===== config.mk =====
export PLATFORM = sky130hd
export DESIGN_NAME = uart_tx_serializer
export DESIGN_NICKNAME = d
export VERILOG_FILES = /design/src/rtl/uart_tx_serializer.sv
export SDC_FILE = /design/constraint.sdc
export NUM_CORES = 1
export LEC_CHECK = 0
export ABC_AREA = 1
export CORE_AREA = 8 8 52 54
export DETAILED_ROUTE_END_ITERATION = 10
export DIE_AREA = 0 0 60 62
export PLACE_DENSITY = 0.7
export SYNTH_ARGS = -nofsm -noshare
export SYNTH_HDL_FRONTEND = slang
export SYNTH_SLANG_ARGS = --single-unit

===== constraint.sdc =====
create_clock -name CLK -period 1.1 [get_ports CLK]
set_input_delay 0.22 -clock CLK [delete_from_list [all_inputs] [get_ports CLK]]
set_output_delay 0.22 -clock CLK [all_outputs]
set_load 0.01 [all_outputs]

===== src/rtl/uart_tx_serializer.sv =====
// uart_tx_serializer: UART TX datapath. Captures the payload and parity type, shifts
// the payload LSB-first and muxes start/data/parity/stop onto a registered serial line.
module uart_tx_serializer #(
    parameter int DATA_WIDTH = 8
) (
    input  logic                  CLK,
    input  logic                  RST,
    input  logic [DATA_WIDTH-1:0] P_DATA,
    input  logic                  Data_Valid,
    input  logic                  PAR_EN,
    input  logic                  PAR_TYP,
    input  logic                  ser_en,
    input  logic [1:0]            mux_sel,
    output logic                  ser_done,
    output logic                  TX_OUT
);
    localparam int               CNT_W     = $clog2(DATA_WIDTH);
    localparam logic [CNT_W-1:0] LAST_BIT  = CNT_W'(DATA_WIDTH - 1);
    localparam logic [1:0]       SEL_STOP  = 2'b00;
    localparam logic [1:0]       SEL_START = 2'b01;
    localparam logic [1:0]       SEL_PAR   = 2'b10;
    localparam logic [1:0]       SEL_DATA  = 2'b11;

    logic [DATA_WIDTH-1:0] shift_reg_q, shift_reg_d;
    logic [CNT_W-1:0]      bit_cnt_q, bit_cnt_d;
    logic                  par_bit_q, par_bit_d;
    logic                  par_typ_q, par_typ_d;
    logic                  tx_out_q, tx_out_d;
    logic                  load;
    logic                  shift;
    logic                  unused_inputs;

    // Capture only while the FSM sits in IDLE or STOP, so mid-frame strobes are ignored.
    assign load     = Data_Valid & ~ser_en & (mux_sel == SEL_STOP);
    assign shift    = ser_en & (mux_sel == SEL_DATA);
    assign ser_done = shift & (bit_cnt_q == LAST_BIT);
    assign TX_OUT   = tx_out_q;

    // Parity enable is acted on by the FSM (it decides whether to visit the parity slot).
    assign unused_inputs = PAR_EN ^ par_typ_q;

    always_comb begin
        shift_reg_d = shift_reg_q;
        par_bit_d   = par_bit_q;
        par_typ_d   = par_typ_q;
        bit_cnt_d   = bit_cnt_q;
        tx_out_d    = 1'b1;

        if (load) begin
            shift_reg_d = P_DATA;
            par_typ_d   = PAR_TYP;
            par_bit_d   = PAR_TYP ? ~(^P_DATA) : (^P_DATA);
        end else if (shift) begin
            shift_reg_d = shift_reg_q >> 1;
        end

        if (mux_sel != SEL_DATA) begin
            bit_cnt_d = '0;
        end else if (shift) begin
            bit_cnt_d = bit_cnt_q + CNT_W'(1);
        end

        case (mux_sel)
            SEL_STOP:  tx_out_d = 1'b1;
            SEL_START: tx_out_d = 1'b0;
            SEL_DATA:  tx_out_d = shift_reg_q[0];
            SEL_PAR:   tx_out_d = par_bit_q;
            default:   tx_out_d = 1'b1;
        endcase
    end

    always_ff @(posedge CLK or negedge RST) begin
        if (!RST) begin
            shift_reg_q <= '0;
            bit_cnt_q   <= '0;
            par_bit_q   <= 1'b0;
            par_typ_q   <= 1'b0;
            tx_out_q    <= 1'b1;
        end else begin
            shift_reg_q <= shift_reg_d;
            bit_cnt_q   <= bit_cnt_d;
            par_bit_q   <= par_bit_d;
            par_typ_q   <= par_typ_d;
            tx_out_q    <= tx_out_d;
        end
    end
endmodule


* Word level (Yosys, flattened, before mapping)
Cells that the tools add are included.
** Operators by class
- $add $sub $neg :: 1
- Multiply operators :: 0
- Div/mod/pow operators :: 0
- $lt $le $gt $ge :: 0
- Eq/ne operators :: 5
- Shift operators :: 0
- Muxes and demuxes :: 6
- Bitwise logic cells :: 6
- Reduce and logical (&&, ||, !) cells :: 4
** Operators with widths (count)
- $mux 8 :: 2
- $reduce_xor 8->1 :: 1
- $mux 3 :: 2
- $and 1x1->1 :: 4
- $eq 2x2->1 const B :: 2
- $pmux 1 s4 :: 1
- $reduce_bool 2->1 :: 2
- $add 3x1->3 const B :: 1
- $eq 3x3->1 const B :: 1
- $eq 2x1->1 const B :: 1
- $logic_not 2->1 :: 1
- $ne 2x2->1 const B :: 1
- $not 1->1 :: 2
- $mux 1 :: 1
** Word-level totals
- Flip-flop bits (word level) :: 13
- Bits in latches :: 0
- Memory bits (writable) :: 0
- ROM bits :: 0
- Input bits :: 16
- Output and inout port bits :: 2
- Logic and storage cells :: 26
- Memories kept :: 0

* Longest topological paths before layout
Gate-level depths: netlist of run 1.
- Depth in word-level cells :: 4
- Mapped depth :: 10
- Gate-level depth less buffers :: 10

* Worst setup path before layout of run 1
OpenSTA, ideal clock, no wires.
- Kind :: reg-to-reg
- From :: register bit_cnt_q[0]
- To :: register bit_cnt_q[2]
- Library setup time :: 117 ps
- Arrival :: 931 ps
- Required time :: 983 ps
- Slack :: 52 ps
- Cell stages (with the launch flop) :: 5
- Path buffers :: 0
- Clock period less this slack :: 1048 ps
- Cell sequence :: dfrtp_1 -> ha_1 -> ha_1 -> nand3_1 -> nand2_1
** On the way
- Word-level cells in the longest chain between the ends :: 3
** RTL lines
- from (decl) :: line 25 : logic [CNT_W-1:0] bit_cnt_q, bit_cnt_d;
- from (signal assigned) :: line 81 : bit_cnt_q <= bit_cnt_d;
- $add 3x1->3 :: line 60 : bit_cnt_d = bit_cnt_q + CNT_W'(1);
- $mux 3 :: line 59 : end else if (shift) begin
- $mux 3 :: line 57 : if (mux_sel != SEL_DATA) begin
Every way passes these cells. The select of a mux whose other input is x is not followed.
A chain may end at the register's enable or synchronous reset.

* Final worst setup path of run 1
- From :: register bit_cnt_q[1]
- To :: output port ser_done
** On the way
- Word-level cells in the longest chain between the ends :: 2
** RTL lines
- $eq 3x3->1 :: line 36 : assign ser_done = shift & (bit_cnt_q == LAST_BIT);
- $and 1x1->1 :: line 36
- to (decl) :: line 14 : output logic ser_done,
Every way passes these cells.

==> run_results.csv, run 1 <==
group,metric,value,unit
route,wl,1.75,mm
yosys,post-synth-top-area-fraction,0.390,
min_path,hold_path_class,"input port to async pin",
floorplanning,die_w,60,um
run_status,status,"finished with violations",
clock_network,clkTransAtPathRegs,70,ps
floorplanning,fp.dieH,62,um
finish,nFillCells,184,
global_route,grt_pass1_vias,704,
yosys,seq_area_frac_synth,0.424,
sta,rsz0062_at_grt,"yes",
worst_setup_path,cp.required,880,ps
placed_design,post-place-ws,-659,ps
route,vias_per_cell,4.57,
yosys,postSynthCellCount,110,
sta,skew,0.679,ps
finish,regArea,327,um2
route,drtPass1Iterations,4,
run,max_cap_viol_count,0,
sta,finalSetupViolations,2,
power,peakVddDrop,0.414,mV
route,drt_iter0_drc,14,
global_route,grt_use_met1,0.125,
yosys,synth_seq_cells,13,
sta,fmax,700,MHz
yosys,synth_cell_types,16,
route,num_vias,781,
clock_network,clock-sinks,13,
finish,final_cell_mix,"nand2_1, buf_4, inv_1, dfrtp_1, nor2_1",
placed_design,hpwl,1.34,mm
sta,relSlewSlack,0.860,
clock_network,ctsHtreeMaxLevel,1,
worst_setup_path,critical_path_arrival,1210,ps
sta,worstMarginPinSlew,210,ps
clock_network,cts_max_path_buffers,2,
floorplanning,dieArea,3720,um2
global_route,grt_use_met2,0.163,
finish,fin_nets,163,
floorplanning,io_pins,18,
global_route,grt_max_degree,14,
global_route,antenna_found_initial,0,
run_status,failed_checks,"negative setup slack",
worst_setup_path,cp_cell_sequence,"ha_2 > ha_4 > inv_2 > nor2_1 > buf_2",
sta,hold_viol,0,
worst_setup_path,critPathKind,"flip-flop to output port",
sta,period_needed,1430,ps
power,leakage,0.000608,uW
finish,multiInputGateArea,409,um2
sta,hold_slack,255,ps
finish,area_growth,46.4,%
worst_setup_path,critical_path.max_fanout,2,
global_route,gr-usage-met3,0.0226,
route,post_drt_wl_per_cell,10.3,um
global_route,busiest_layer,"met2",
global_route,grt_pass1_wl,2.90,mm
clock_network,cts_root_buf,"clkbuf_4",
placed_design,place_congestion,0.745,
worst_setup_path,cp_slowest_cell,"dfrtp_1",
global_route,track_usage,0.0977,
worst_setup_path,cp-start-kind,"flip-flop",
route,drc,0,
floorplanning,core_region_area,1900,um2
finish,final_util,0.593,
global_route,grt-ovfl-total,0,
placed_design,port_buffers,16,
worst_setup_path,path_delay_family,"flip-flops",
clock_network,cts_made_buffers,3,
finish,layout_commonest_cell,"nand2_1",
worst_setup_path,endpoint_kind,"output port",
yosys,avgSynthCellArea,7.01,um2
yosys,synthTopCellsByArea,"dfrtp_1, nand2_1, inv_1",
yosys,synth_nets,128,
sta,setup_ws,-329,ps
floorplanning,start_util,0.405,
sta,report.final.slew_viol_count,0,
power,power_density,1040,nW/um2
clock_network,cts_tree,"built",
sta,finalCritPeriodShare,1.30,
route,drtAntennaViolNets,0,
floorplanning,fp-row-count,16,
clock_network,insertion_delay,260,ps
yosys,syn_area,771,um2
worst_setup_path,path_buf_inv,2,
yosys,synth_top_cell_by_area,"dfrtp_1",
worst_setup_path,slowest_delay,390,ps
finish,antenna_cells,0,
yosys,yosys_warnings,0,
finish,drive_above_1_share,0.243,
-- layout make-up --
cell class,count,area share
clock buffers,4,0.0233
inverters,16,0.0554
multi-input cells,79,0.363
flip-flops and latches,13,0.289
well taps,27,0.0299
repair buffers,32,0.239
-- report_power, final --
part | switching [uW] | total [uW] | internal (uW)
registers | 43.6 | 605 | 561
clock network | 141 | 281 | 140
logic | 146 | 291 | 146
-- repair_timing --
item	4_1_cts	5_1_grt
buffers inserted	0	1
hold buffers	0	0
pin swaps	6	2
resized for setup	29	5
setup endpoints to repair	11	5
-- stage by stage --
step	instance area [um2]	std cells	setup TNS (ps)	total power [uW]
3_3_place_gp	1050	166	-4690	889
2_1_floorplan	771	110	0	751
6_report	1130	171	-331	1180
5_1_grt	1130	171	-397	1260
4_1_cts	1100	170	-330	1180
3_5_place_dp	1050	166	-5030	901
-- cells by family (layout without fill, tap and decap cells) --
kind of cell	count (synthesis)	after routing	share of synthesized area
XOR/XNOR	1	1	0.0114
buffers and inverters	18	52	0.107
AO/OA/AOI/OAI	17	17	0.115
flip-flops	13	13	0.424
AND/OR/NAND/NOR	59	59	0.310
adder cells (fa/ha/maj)	2	2	0.0325
-- worst paths after layout --
check                              from        endpoint  slack, ps  cells after the start
max                        bit_cnt_q[1]        ser_done       -330                      5
min in group CLK              P_DATA[3]  shift_reg_q[3]        360                      3
max reg2reg                bit_cnt_q[1]    bit_cnt_q[2]         60                      4
min                                 RST    bit_cnt_q[2]        260                      2
max in group asynchronous           RST          TX_OUT        610                      2
min reg2reg                   par_bit_q       par_bit_q        500                      2
-- metal layers --
metal  wire (um)  part of all wire  vias up
met5           0                 0        -
met4           0                 0        0
met3          86             0.049        0
met2         815              0.46       24
met1         851              0.49      347
li1            -                 -      410
-- cells in the mapped netlist --
cell     number
o21ai_1       7
xor2_1        1
inv_1        14
ha_1          2
buf_6         2
nand3_1       7
nor2_1       12
a21oi_1       6
dfrtp_1      12
dfstp_2       1
nand2_2       1
inv_2         2
nand2_1      38
o21ai_2       1
o21ai_0       3
nand3_2       1
-- state kept, by name (all words and copies together) (netlist names) --
signal / count
par_bit_q: 1
shift_reg_q: 8
TX_OUT: 1
bit_cnt_q: 3
(Power assumes the default switching activity.)
==> inputs of run 2 (changes only) <==
--- a/config.mk
+++ b/config.mk
@@ -6,10 +6,12 @@
 export NUM_CORES = 1
 export LEC_CHECK = 0
 export ABC_AREA = 1
-export CORE_AREA = 8 8 52 54
+export CAP_MARGIN = 20
+export CORE_AREA = 8 8 51 53
 export DETAILED_ROUTE_END_ITERATION = 10
-export DIE_AREA = 0 0 60 62
+export DIE_AREA = 0 0 59 61
 export PLACE_DENSITY = 0.7
 export SYNTH_ARGS = -nofsm -noshare
 export SYNTH_HDL_FRONTEND = slang
 export SYNTH_SLANG_ARGS = --single-unit
+export TNS_END_PERCENT = 5
==> constraint.sdc (replaced) <==
create_clock -name CLK -period 1.8 [get_ports CLK]
set_input_delay 0.36 -clock CLK [delete_from_list [all_inputs] [get_ports CLK]]
set_output_delay 0.36 -clock CLK [all_outputs]
set_load 0.01 [all_outputs]
==> run 2 against run 1 <==
  * The run now ends clean
  * Die area fell by 3.3%
  * Hold slack better by 200 ps
  * First-iteration DRC count down 21%
  * Non-clock buffer count decreased by 10
  * Global-route usage grew 0.52 points
  * Critical path type is now input port to output port
  * Highest routed layer is now met4
==> run_results.csv, run 2 (same netlist as run 1, synthesis figures left out) <==
group,metric,value,unit
run_status,status,"complete, no violations",
sta,hold_viol,0,
worst_setup_path,critPathKind,"input port to output port",
global_route,grt-ovfl-total,0,
finish,layout_commonest_cell,"nand2_1",
sta,tns,0,ps
worst_setup_path,critical_path.max_fanout,3,
global_route,grt_max_degree,14,
placed_design,port_buffers,16,
worst_setup_path,cp-start-kind,"input port",
global_route,track_usage,0.103,
placed_design,place_congestion,0.784,
floorplanning,fp-row-count,16,
route,highest_layer,"met4",
power,peakVddDrop,0.306,mV
route,wl_met2,720,um
finish,antenna_cells,0,
finish,top_register,"shift_reg_q",
sta,rsz0062_at_grt,"no",
route,wl_met3,84,um
finish,fin_nets,153,
clock_network,cts_made_buffers,3,
floorplanning,die_w,59,um
sta,finalSetupViolations,0,
route,num_vias,733,
route,wl,1.61,mm
route,drt_iter0_drc,11,
power,power.internal,510,uW
placed_design,hpwl,1.32,mm
finish,final_cells,161,
floorplanning,fp.dieH,61,um
floorplanning,core_region_area,1840,um2
sta,worstMarginPinSlew,584,ps
finish,drive_above_1_share,0.119,
finish,area_growth,31.7,%
sta,fmax,569,MHz
finish,multiInputGateArea,364,um2
placed_design,dp_cells,157,
route,post_drt_wl_per_cell,10.0,um
sta,skew,4.13,ps
floorplanning,start_util,0.418,
finish,nFillCells,199,
run,max_cap_viol_count,0,
floorplanning,io_pins,18,
sta,period_needed,1760,ps
global_route,antenna_found_initial,0,
clock_network,cts_hold_buffers,0,
finish,final_cell_mix,"nand2_1, clkdlybuf4s50_1, inv_1",
power,pwr-share-comb,0.228,
route,drtAntennaViolNets,0,
min_path,hold_path_class,"input port to async pin",
power,p_switching,196,uW
finish,largest_reg_flops,8,
clock_network,clock-sinks,13,
power,leakage,0.000536,uW
sta,report.final.slew_viol_count,0,
power,p_sw_frac,0.278,
clock_network,cts_max_path_buffers,2,
finish,reg.largest.list,"shift_reg_q (8), bit_cnt_q (3)",
floorplanning,dieArea,3600,um2
worst_setup_path,cp.required,1440,ps
worst_setup_path,endpoint_kind,"output port",
clock_network,insertion_delay,270,ps
route,drc,0,
sta,relSlewSlack,0.610,
clock_network,ctsHtreeMaxLevel,1,
power,clockPowerShare,0.250,
clock_network,clkTransAtPathRegs,80,ps
sta,finalCritPeriodShare,0.976,
global_route,grt_pass1_wl,2.86,mm
worst_setup_path,critical_path_arrival,1400,ps
clock_network,post_cts_buffers,0,
power,power_density,695,nW/um2
route,vias_per_cell,4.55,
route,wl_met1,784,um
power,p_seq_frac,0.522,
clock_network,cts_root_buf,"clkbuf_4",
global_route,grt_pass1_vias,720,
route,drtPass1Iterations,4,
clock_network,cts_tree,"built",
finish,regArea,327,um2
run 2: cell count changes in the layout (fill, tap and decap cells not counted), sizes merged:
cell and change:
buf -12, dlygate4sd2 -9, clkdlybuf4s50 +12, dlymetal6s2s -1
run 2: final timing paths:
check | startpoint | endpoint | slack, ps | cells after the start
worst max-delay path | mux_sel[0] | ser_done | 40 | 6
worst min-delay path | RST | par_bit_q | 460 | 1
worst min register to register | par_bit_q | par_bit_q | 490 | 2
worst max register to register | bit_cnt_q[0] | bit_cnt_q[2] | 700 | 4
min in group CLK | par_bit_q | par_bit_q | 490 | 2
max in group asynchronous | RST | shift_reg_q[0] | 960 | 1
run 2: critical path, cell delays in order:
cell and delay (ps):
clkdlybuf4s50_1 490, nand2_1 90, inv_2 70, nand2_2 50
nor2_1 70, dlygate4sd2_1 270
run 2: metal layers:
| layer | global-route usage | up-vias |
|---|---|---|
| li1 | - | 393 |
| met1 | 0.119 | 322 |
| met2 | 0.170 | 16 |
| met3 | 0.0297 | 2 |
| met4 | 0.0512 | 0 |
| met5 | 0 | - |
run 2: power groups by stage:
stage               Combinational (uW)  Clock, uW  Sequential (uW)
finish                             161        176              368
global route                       188        195              375
CTS                                164        181              369
detailed placement                 163          0              374
global placement                   158          0              372
floorplan                         90.4          0              369
run 2: area by class of cell:
| type | count | area share |
|---|---|---|
| clock buffer | 4 | 0.0259 |
| multi-input combinational | 79 | 0.359 |
| timing repair buffer | 22 | 0.201 |
| sequential | 13 | 0.322 |
| inverter | 16 | 0.0592 |
| tap | 27 | 0.0333 |
run 2: through the flow:
| stage | hold WS [ps] | setup WS (ps) | cell area [um2] | util | power [uW] |
|---|---|---|---|---|---|
| after global routing | 517 | 2.50 | 1010 | 0.551 | 757 |
| after floorplan | 64.4 | 606 | 771 | - | 459 |
| after CTS | 477 | 16.6 | 1010 | 0.550 | 714 |
| final | 457 | 44.0 | 1010 | 0.551 | 706 |
| after detailed placement | 481 | -236 | 987 | 0.536 | 538 |
| after global placement | 467 | -216 | 987 | 0.536 | 530 |
run 2: repair_timing:
item,CTS,global route
endpoints found under the setup margin,1,1
pin swaps,0,1
gates resized for setup,1,1
==> RTL edit 1: new RTL, settings of run 1 <==
Make the reset (`RST`) synchronous in one clocked block.
--- a/src/rtl/uart_tx_serializer.sv
+++ b/src/rtl/uart_tx_serializer.sv
@@ -69,7 +69,7 @@
         endcase
     end
 
-    always_ff @(posedge CLK or negedge RST) begin
+    always_ff @(posedge CLK) begin
         if (!RST) begin
             shift_reg_q <= '0;
             bit_cnt_q   <= '0;
Check against the original RTL: differs if RST is asserted again (counterexample within 4 cycles, from zero or initial values and one cycle with RST low); with RST held inactive, the same outputs for 10 cycles.
==> RTL edit 1 against run 1 <==
  * Non-clock buffer count fell by 2
  * First-iteration DRC count fell by 7.1%
  * Power decreased by 12%
  * Worst setup slack improved by 0.12 ns
  * Final area decreased by 2.3%
  * The flow still finishes with violations (negative setup slack)
  * Routed wire length up 8.2%
  * Largest cell class unchanged
  * Sequential cell count unchanged
  * Area after synthesis shrank 4.1%
  * Count of clock-buffer cells in the layout unchanged
  * Sequential power down 16%
==> RTL edit 1: results (changes against run 1) <==
Finish
  – Fillcell total: 189 (+2.7%)
  – Fin cells: 169 (-1.2%)
  – Multi-input logic area: 449.2 µm² (+9.8%)
  – NonClk Buf Share: 0.2327 (-0.006779)
  – FF+latch area: 262.8 µm² (-20%)
  – Seq cells: 13 (unchanged)
  – Clock-cell share: 0.02384 (+0.0005548)
  – Non-clock buffer count: 30 (-6.3%)
  – Layout cells sized above 1: 0.2535 (+0.01047)

Timing
  – Clock skew: 0.002233 ns (+0.001554 ns)
  – WHS: 0.2554 ns (+0.0004080 ns)
  – Slew @ Worst Pin: 0.1978 ns (-0.01215 ns)
  – Fin worst setup slack: -0.2135 ns (+0.1154 ns)
  – Final setup fails: 1 (-1)
  – Setup_tns: -0.2135 ns (+0.1176 ns)

Yosys
  – XOR/XNOR Fraction of Synth Area: 0.02369 (+0.01233)
  – Mapped Cells: 108 (-1.8%)
  – Synth area leaders: dfxtp_1 35%, nand2_1 15%, a21oi_1 6.1%, inv_1 6.1%, o21ai_1 5.4%
  – Post-synthesis sequential area ratio: 0.3519 (-0.07176)
  – Synth Area in Adders: 0.03384 (+0.001373)
  – Syn_nets: 126 (-1.6%)
  – Async SR Flop Fraction: 0 (-1.000)
  – Synth Area in Compound Gates: 0.1861 (+0.07087)
  – Commonest cells post-synth: 30 x nand2_1, 13 x dfxtp_1, 12 x inv_1
  – Library cells used by synthesis: 22 (+6)
  – Ys flop type: dfxtp_1

Place
  – Placed cell areas: 1022 µm² (-3.1%)
  – Placed Instances: 163 (-1.8%)
  – RePlAce Congestion: 0.7403 (-0.58%)
  – PortBufs: 16 (unchanged)
  – DPL Wire Length: 1411 µm (+5.6%)
  – DP Worst Slack: -0.5539 ns (+0.1047 ns)

Power
  – Worst vdd ir: 486.7 µV (+18%)
  – Lkg Pwr: 0.5410 nW (-11%)

Routing
  – Routed wire length: 1896 µm (+8.2%)
  – Drt pass-1 iters: 4 (unchanged)
  – Initial DRC count: 13 (-1)
  – Vias/cell: 4.817 (+5.5%)

Worst setup path
  – Worst R2R End: bit_cnt_q[2]$_SDFFE_PP0P_
  – CP startpoint: bit_cnt_q[1]$_SDFFE_PP0P_
  – R2r setup slk: 0.11 ns (+0.05 ns)
  – Slowest-stage cell, CP: dfxtp_2
  – CP peak stage delay: 0.34 ns (-0.05 ns)

Outcome
  – Failing checks: negative setup slack
  – Outcome: finished, violations left

GRT
  – Largest net degree at the start of global routing: 11 (-3)
  – Vias in the first global route: 782 (+11%)
  – GRT Total Usage: 0.1191 (+0.02140)
  – First-pass GRT wire length: 3360 µm (+16%)
  – Initial antenna violation count: 0 (unchanged)

Worst hold path
  – Hold crit path type: input pin to flip-flop

Clock network
  – Post-CTS Resized: 24 (-17%)
-- RTL edit 1: changes by cell type after synthesis, moves of 2 or more --
cell and delta:
nand2_1 -8, inv_1 -2, nor2_1 -6, dfrtp_1 -12, o21ai_0 +4, a21oi_1 +3, dfxtp_1 +13
-- RTL edit 1: cell families (layout without fill, tap and decap cells) --
logic type | count (synthesis) | in the layout
AO/OA/AOI/OAI | 26 | 26
buffers and inverters | 17 | 50
flip-flops | 13 | 13
AND/OR/NAND/NOR | 48 | 49
XOR/XNOR | 2 | 2
adder cells (fa/ha/maj) | 2 | 2
-- RTL edit 1: where the power goes --
group / internal, mW / leakage, nW / switching (mW)
sequential: 0.497 / 0.107 / 0.0128
clock: 0.140 / 0.0150 / 0.141
combinational: 0.118 / 0.419 / 0.129
total: 0.755 / 0.541 / 0.283
-- RTL edit 1: routing by layer --
metal,vias up,share of wire,GRT usage
met5,-,0,0
met3,4,0.053,0.04115
met1,367,0.45,0.1274
li1,428,-,-
met2,15,0.48,0.2138
met4,0,0.0090,0.04082
==> RTL edit 2: new RTL, config.mk and constraints of run 1 <==
Without the edit above. The parameter `DATA_WIDTH` goes from 8 to 4.
--- a/src/rtl/uart_tx_serializer.sv
+++ b/src/rtl/uart_tx_serializer.sv
@@ -1,7 +1,7 @@
 // uart_tx_serializer: UART TX datapath. Captures the payload and parity type, shifts
 // the payload LSB-first and muxes start/data/parity/stop onto a registered serial line.
 module uart_tx_serializer #(
-    parameter int DATA_WIDTH = 8
+    parameter int DATA_WIDTH = 4
 ) (
     input  logic                  CLK,
     input  logic                  RST,
Interface: changed (resized P_DATA); port bits go from 18 to 14. No check against the original RTL was run, so the function may have changed too.
==> RTL edit 2 against run 1 <==
  * The run still ends with negative setup slack left
  * Sequential cell count down 5
  * Worst setup slack improved by 0.19 ns
  * Core utilization fell by 20 points
  * Final area decreased by 34%
  * Synthesized cell count shrank 42%
  * Routed wire length is 35% lower
  * Area after synthesis shrank 36%
  * Power decreased by 32%
  * Register-to-register slack improved by 0.15 ns
  * Sequential power down 40%
==> RTL edit 2: results (changes against run 1) <==
Place
  – PortBufs: 12 (-4)
  – RePlAce Congestion: 0.7304 (-1.9%)
  – Placed cell areas: 705.7 µm² (-33%)
  – Placed Instances: 111 (-33%)
  – DPL Wire Length: 923.6 µm (-31%)
  – DP Worst Slack: -0.6511 ns (+0.007476 ns)

Worst setup path
  – Cells on worst reg2reg path: 3 (-1)
  – R2r setup slk: 0.21 ns (+0.15 ns)
  – Crit path DAT: 1.02 ns (-0.19 ns)
  – Worst R2R End: bit_cnt_q[1]$_DFFE_PN0P_

Routing
  – Met2 WL: 561 µm (-31%)
  – Routed wire length: 1133 µm (-35%)
  – Total number of vias: 491 (-37%)
  – Routed wl met3: 122 µm (+42%)
  – Initial DRC count: 5 (-9)
  – Top Layer Used: met4
  – Drt pass-1 iters: 2 (-2)
  – Met1 WL: 427 µm (-50%)

GRT
  – Met1 Resource Use GR: 0.06028 (-0.06487)
  – Met2 Use GR: 0.1200 (-0.04308)
  – GRT Total Usage: 0.07094 (-0.02679)
  – First-pass GRT wire length: 1869 µm (-36%)
  – Vias in the first global route: 467 (-34%)
  – Met3 usage: 0.04527 (+0.02263)
  – Largest net degree at the start of global routing: 9 (-5)

Finish
  – Biggest registers after layout: shift_reg_q: 4 flops, bit_cnt_q: 2 flops
  – Fin cells: 116 (-32%)
  – Layout cells sized above 1: 0.3034 (+0.06032)
  – Final nets: 103 (-37%)

Yosys
  – Mapped Cells: 64 (-42%)
  – Commonest cells post-synth: 19 x nand2_1, 7 x dfrtp_1, 7 x inv_1, 7 x nand3_1, 5 x o21ai_1
  – Synth Area in Adders: 0.02545 (-0.007022)
  – Synth area leaders: dfrtp_1 36%, nand2_1 15%, nand3_1 7.1%, dfstp_2 5.3%, inv_1 5.3%
  – Synth Area in Compound Gates: 0.1094 (-0.005845)
  – Syn_nets: 77 (-40%)
  – Post-synthesis sequential area ratio: 0.4097 (-0.01403)
  – Library cells used by synthesis: 18 (+2)

Timing
  – Setup_tns: -0.1375 ns (+0.1936 ns)
  – WHS: 0.2478 ns (-0.007250 ns)
  – Fin worst setup slack: -0.1375 ns (+0.1914 ns)
  – Final setup fails: 1 (-1)
  – Relative slew slack: 0.7403 (-0.1192)
  – Clock skew: 0.006133 ns (+0.005455 ns)

Power
  – Worst vdd ir: 364.2 µV (-12%)
  – Internal: 582.0 µW (-31%)
  – Lkg Pwr: 0.3783 nW (-38%)
  – Reg power frac: 0.452 (-0.062)

Clock network
  – Post-CTS Resized: 14 (-52%)
  – Post-CTS Setup Inserts: 1 (+1)

Outcome
  – Outcome: finished, violations left
  – Failing checks: negative setup slack
==> RTL edit 2: cell count changes after synthesis, sizes merged, moves of 2 or more <==
| cell | change |
|---|---|
| nand2 | -17 |
| dfrtp | -5 |
| inv | -8 |
| nor2 | -8 |
| o21ai | -5 |
| buf | -2 |
| a21oi | -4 |
==> RTL edit 2: power by group through the flow <==
stage	clock network, mW	logic, mW	registers, mW
CTS	0.258	0.197	0.365
floorplan	0	0.0955	0.367
finish	0.247	0.195	0.364
detailed placement	0	0.198	0.368
global route	0.274	0.222	0.370
global placement	0	0.194	0.367
==> RTL edit 2: cell type report <==
type	instances	area (µm²)
Fill cell	206	1157
Multi-Input combinational cell	47	266.5
Clock buffer	4	26.28
Sequential cell	8	201.4
Inverter	9	35.03
Tap cell	27	33.78
Timing Repair Buffer	21	181.4
==> RTL edit 2: worst max-delay path, cell delays in order, from the launching register on <==
cell and delay (ns):
dfrtp_1 0.38, ha_2 0.18, inv_2 0.05, nor2_2 0.02, buf_2 0.13
